## src/rtl/lcd_st_timing_adapter_param.sv

```systemverilog
// rtl/lcd_st_timing_adapter_param.sv - Avalon-ST timing adapter: ready-latency FIFO with drop accounting
module lcd_st_timing_adapter_param #(
   parameter int DATA_W            = 64,
   parameter int SYMBOLS           = 8,
   parameter int FIFO_DEPTH        = 8,
   parameter int IN_READY_LATENCY  = 1,
   parameter int OUT_READY_LATENCY = 0,
   localparam int EMPTY_W          = (SYMBOLS > 1) ? $clog2(SYMBOLS) : 1,
   localparam int CNT_W            = $clog2(FIFO_DEPTH) + 1
) (
   input  logic               clk,
   input  logic               reset,
   output logic               in_ready,
   input  logic               in_valid,
   input  logic [DATA_W-1:0]  in_data,
   input  logic               in_startofpacket,
   input  logic               in_endofpacket,
   input  logic [EMPTY_W-1:0] in_empty,
   input  logic               out_ready,
   output logic               out_valid,
   output logic [DATA_W-1:0]  out_data,
   output logic               out_startofpacket,
   output logic               out_endofpacket,
   output logic [EMPTY_W-1:0] out_empty,
   output logic [CNT_W-1:0]   fill_level,
   output logic               overflow,
   output logic [15:0]        drop_count
);

   localparam int PTR_W   = $clog2(FIFO_DEPTH);
   localparam int ENTRY_W = DATA_W + 2 + EMPTY_W;
   localparam logic [CNT_W-1:0] FULL_C = CNT_W'(FIFO_DEPTH);
   localparam logic [CNT_W-1:0] RDY_C  = CNT_W'(FIFO_DEPTH - IN_READY_LATENCY);

   logic [ENTRY_W-1:0] mem [FIFO_DEPTH];
   logic [PTR_W-1:0]   rd_ptr;
   logic [PTR_W-1:0]   wr_ptr;
   logic [CNT_W-1:0]   count;
   logic               pop;
   logic               wr_en;
   logic               drop;

   generate
      if (OUT_READY_LATENCY == 0) begin : g_rl0
         assign out_valid = (count != '0);
         assign pop       = out_valid & out_ready;
      end else begin : g_rln
         // out_ready delayed L cycles; a qualified cycle with data is a transfer
         logic [OUT_READY_LATENCY-1:0] rdy_sr;
         always_ff @(posedge clk) begin
            if (reset) begin
               rdy_sr <= '0;
            end else begin
               rdy_sr <= (rdy_sr << 1) | OUT_READY_LATENCY'(out_ready);
            end
         end
         assign out_valid = rdy_sr[OUT_READY_LATENCY-1] & (count != '0);
         assign pop       = out_valid;
      end
   endgenerate

   // The source already honours in_ready latency, so in_valid alone requests a write
   assign wr_en = in_valid & ((count != FULL_C) | pop);
   assign drop  = in_valid & ~wr_en;

   assign in_ready   = (count < RDY_C);
   assign fill_level = count;
   assign {out_data, out_startofpacket, out_endofpacket, out_empty} = mem[rd_ptr];

   always_ff @(posedge clk) begin
      if (wr_en) begin
         mem[wr_ptr] <= {in_data, in_startofpacket, in_endofpacket, in_empty};
      end
   end

   always_ff @(posedge clk) begin
      if (reset) begin
         rd_ptr     <= '0;
         wr_ptr     <= '0;
         count      <= '0;
         overflow   <= 1'b0;
         drop_count <= '0;
      end else begin
         if (wr_en) begin
            wr_ptr <= wr_ptr + PTR_W'(1);
         end
         if (pop) begin
            rd_ptr <= rd_ptr + PTR_W'(1);
         end
         case ({wr_en, pop})
            2'b10:   count <= count + CNT_W'(1);
            2'b01:   count <= count - CNT_W'(1);
            default: count <= count;
         endcase
         if (drop) begin
            overflow <= 1'b1;
            if (drop_count != 16'hFFFF) begin
               drop_count <= drop_count + 16'd1;
            end
         end
      end
   end

endmodule

```

## config.mk

```make
export PLATFORM = sky130hd
export DESIGN_NAME = lcd_st_timing_adapter_param
export DESIGN_NICKNAME = d
export VERILOG_FILES = /design/src/rtl/lcd_st_timing_adapter_param.sv
export SDC_FILE = /design/constraint.sdc
export NUM_CORES = 1
export LEC_CHECK = 0
export BUFFER_PORTS_ARGS = -buffer_cell sky130_fd_sc_hd__buf_2
export CAP_MARGIN = 5
export CORE_MARGIN = 8
export CORE_UTILIZATION = 26
export CTS_BUF_LIST = sky130_fd_sc_hd__clkbuf_8 sky130_fd_sc_hd__clkbuf_16
export CTS_CLUSTER_DIAMETER = 200
export CTS_CLUSTER_SIZE = 28
export DETAILED_ROUTE_END_ITERATION = 7
export PLACE_DENSITY = 0.52
export SLEW_MARGIN = 20
export SYNTH_ARGS = -nofsm -noshare
export SYNTH_HDL_FRONTEND = slang
export SYNTH_SLANG_ARGS = --single-unit
export TNS_END_PERCENT = 50
```

## constraint.sdc

```tcl
create_clock -name clk -period 7.7 [get_ports clk]
set_input_delay 0.385 -clock clk [delete_from_list [all_inputs] [get_ports clk]]
set_output_delay 0.385 -clock clk [all_outputs]
set_load 0.02 [all_outputs]
```

==> reports/qor.yml <==
run_status:
  status: "finished, final reports clean"
floorplanning:
  die_w_um: 308
  io_pins: 165
  num_rows: 107
  design.core.area_sq_mm: 0.0850
  initial_core_util: 0.261
  dieArea_sq_mm: 0.0951
  die_y_um: 308
cells_and_area:
  finish.instance_area_sq_mm: 0.0252
  drive_gt1_frac: 0.371
  nNetsFinal: 1234
  area_delta_synth_final_pct: 13.5
timing:
  maxSlewViolCount: 0
  timing.hold.ws_ns: 0.0546
  min_period_ns: 3.49
  max_freq_mhz: 286
  tns_ns: 0
  fin_worst_skew_ns: 0.0151
  tightest_slew_ns: 1.08
  max_slew_margin: 0.282
  fin_crit_sh: 0.453
  hold_violations: 0
  rsz0062_at_grt: "no"
  setup_viol: 0
place:
  place.port_buffers: 164
  globalplace.congestion: 0.734
  dp_hpwl_um: 26500
  place_area_sq_mm: 0.0245
drt:
  wire_per_inst_um: 20.9
  ant_nets: 0
  dr_total_vias: 10119
  drc: 0
  postRouteWirelength_um: 48500
  drt_iter0_drc: 626
  first_pass_iters: 4
  viasPerCell: 4.36
critical_path:
  crit_arrival_ns: 3.11
  crit_fanout: 42
  crit-reg2reg-capture: "mem[6][8]$_DFFE_PP_"
  crit_type: "flip-flop to output port"
  crit_buf_inv: 2
  cp.required_ns: 7.32
  cp_cell_sequence: "buf_4 > mux4_2 > mux2_2 > buf_2"
  ff2ff_setup_slack_ns: 4.45
  crit_cells: 4
  end_kind: "output port"
  crit_slowest_cell: "buf_4"
  cpPeakStageDelay_ns: 0.74
  rr_worst_depth: 6
  worstReg2RegStart: "fill_level[0]$_SDFFE_PP0P_"
  cpLargestDelayFamily: "buffers and inverters"
  critPathLaunchType: "flip-flop"
  crit_end: "out_data[51]"
logic_synthesis:
  synth_ff_type: "edfxtp_1"
  syn_area_sq_mm: 0.0222
  synth_seq_area_share: 0.773
  async_flop_share: 0
  syn_nets: 1070
  syn_inst: 991
  synth_edf_count: 552
  yosys.area.top_type: "edfxtp_1"
  syn_avg_cell_area_sq_um: 22.4
  synth_seq_cells: 582
  ys_types: 44
  netlist.area_leader.share: 0.746
  netlist_top_cells_area: "edfxtp_1, mux4_2, mux2_2"
  yosys_warnings: 0
power_and_ir_drop:
  switchingPower_w: 0.00189
  ir_worst_vdd_uv: 194
  p_seq_frac: 0.534
  power_leakage_nw: 7.72
  clkPwrFrac: 0.224
  p_int_w: 0.00495
  p_comb_frac: 0.242
  switching_share: 0.276
  power_density_mw_per_mm2: 271
run:
  cap_viol_max_count: 0
global_routing:
  gr-total-overflow: 0
  track_usage: 0.100
  grt_pass1_vias: 10938
  antenna_found_initial: 10
  grt_pass1_wl_um: 72000
  grt_max_degree: 79
cts:
  clkSinkCount: 582
  cts_tree: "done"
  cts_resized: 0
  cts_max_path_buffers: 3
  holdBufCountCts: 0
  path_clk_slew_ns: 0.11
  cts_setup_buffers: 0
  htreeDepth: 1
  numCtsBuffers: 24
  cts_root_buffer: "clkbuf_16"
  insertion_delay_ns: 0.59
worst_hold_path:
  hold_path_class: "primary input to flip-flop"
-- per-stage QoR --
step | setup slack [ns] | cells | utilization | total power [W]
after floorplan | 1.11 | 991 | - | 0.00494
after global placement | 4.41 | 2273 | 0.288 | 0.00543
after detailed placement | 4.40 | 2273 | 0.288 | 0.00544
after CTS | 4.03 | 2317 | 0.297 | 0.00699
after global routing | 3.93 | 2317 | 0.297 | 0.00718
final | 4.21 | 2322 | 0.297 | 0.00684
-- worst reg2reg max path, cell delays in order, from the launching register on --
cell	delay (ns)
dfxtp_1	0.54
or3_1	0.32
o21ai_0	0.22
or2_2	0.42
nor2_4	0.11
buf_4	0.45
buf_4	0.78
-- how the worst min path moves through the flow --
stage / from / end / slack (ns) / cells after the start
global route: in_data[26] / mem[4][31]$_DFFE_PP_ / 0.008 / 1
global placement: overflow$_SDFFE_PP0P_ / overflow$_SDFFE_PP0P_ / 0.43 / 2
finish: in_data[10] / mem[0][15]$_DFFE_PP_ / 0.05 / 1
floorplan: wr_ptr[0]$_SDFFE_PP0P_ / wr_ptr[0]$_SDFFE_PP0P_ / 0.46 / 2
CTS: in_data[26] / mem[6][31]$_DFFE_PP_ / 0.001 / 1
detailed placement: overflow$_SDFFE_PP0P_ / overflow$_SDFFE_PP0P_ / 0.44 / 2
-- registers in the layout (all words and copies together), names as in the netlist, named ones only --
| name | flops |
|---|---|
| mem | 552 |
| rd_ptr | 3 |
| overflow | 1 |
| wr_ptr | 3 |
| drop_count | 16 |
| fill_level | 4 |
-- synth_stat cells, types with 3 or more instances --
| library cell | n |
|---|---|
| a211oi_1 | 5 |
| nand4_1 | 5 |
| dfxtp_1 | 30 |
| o41ai_1 | 3 |
| nor2b_1 | 5 |
| mux4_2 | 138 |
| clkbuf_1 | 29 |
| o211ai_1 | 3 |
| o21ai_0 | 6 |
| or4_1 | 7 |
| xor2_1 | 3 |
| mux2_2 | 69 |
| or3_1 | 3 |
| nor2_1 | 19 |
| or2_2 | 3 |
| mux2i_1 | 3 |
| a21oi_1 | 12 |
| nand2_1 | 5 |
| buf_2 | 12 |
| mux2_1 | 3 |
| nand3_1 | 7 |
| buf_1 | 5 |
| nor3_1 | 12 |
| nor4_1 | 7 |
| edfxtp_1 | 552 |
| nand2b_1 | 6 |
| o31ai_1 | 5 |
| ha_1 | 5 |
| inv_1 | 11 |
-- power by group through the flow --
stage | registers (W) | logic [W] | clock network [W]
2_1_floorplan | 0.00369 | 0.00124 | 0
3_3_place_gp | 0.00372 | 0.00171 | 0
3_5_place_dp | 0.00373 | 0.00171 | 0
4_1_cts | 0.00366 | 0.00172 | 0.00162
5_1_grt | 0.00367 | 0.00180 | 0.00171
6_report | 0.00365 | 0.00165 | 0.00153
-- cells by family after synthesis --
family / after synthesis / synth area share
XOR/XNOR: 4 / 0.00158
buffers and inverters: 59 / 0.0110
multiplexers: 213 / 0.178
adder cells (fa/ha/maj): 6 / 0.00371
AND/OR/NAND/NOR: 87 / 0.0217
AO/OA/AOI/OAI: 40 / 0.0117
flip-flops: 582 / 0.773
-- layout by cell type (no fill, tap or decap), types with 6 or more instances in the layout --
cell type	synthesis	routed
mux4_2	138	138
buf_2	12	164
a21oi_1	12	12
nor3_1	12	10
buf_4	0	20
clkbuf_16	0	25
nand3_1	7	7
dfxtp_1	30	27
nor2_1	19	13
nor2_4	0	6
nor4_1	7	6
or4_1	7	7
inv_1	11	29
o21ai_0	6	6
edfxtp_1	552	552
mux2_2	69	69
nand2b_1	6	6
-- final cells by class --
| type | count | area [sq um] |
|---|---|---|
| clock buffers | 25 | 626 |
| well taps | 1144 | 1430 |
| inverters | 12 | 45.0 |
| diodes | 5 | 12.5 |
| multi-input cells | 350 | 4870 |
| fillers | 8294 | 59800 |
| repair buffers | 185 | 991 |
| clock inverters | 19 | 76.3 |
| flip-flops and latches | 582 | 17200 |
-- per-layer routing --
metal | GRT usage | up-vias | share of wire
li1 | - | 4470 | -
met1 | 0.130 | 5419 | 0.44
met2 | 0.172 | 180 | 0.50
met3 | 0.0242 | 42 | 0.056
met4 | 0.0158 | 8 | 0.011
met5 | 0 | - | 0.0011
No activity file was read; power rests on OpenSTA's default activity.
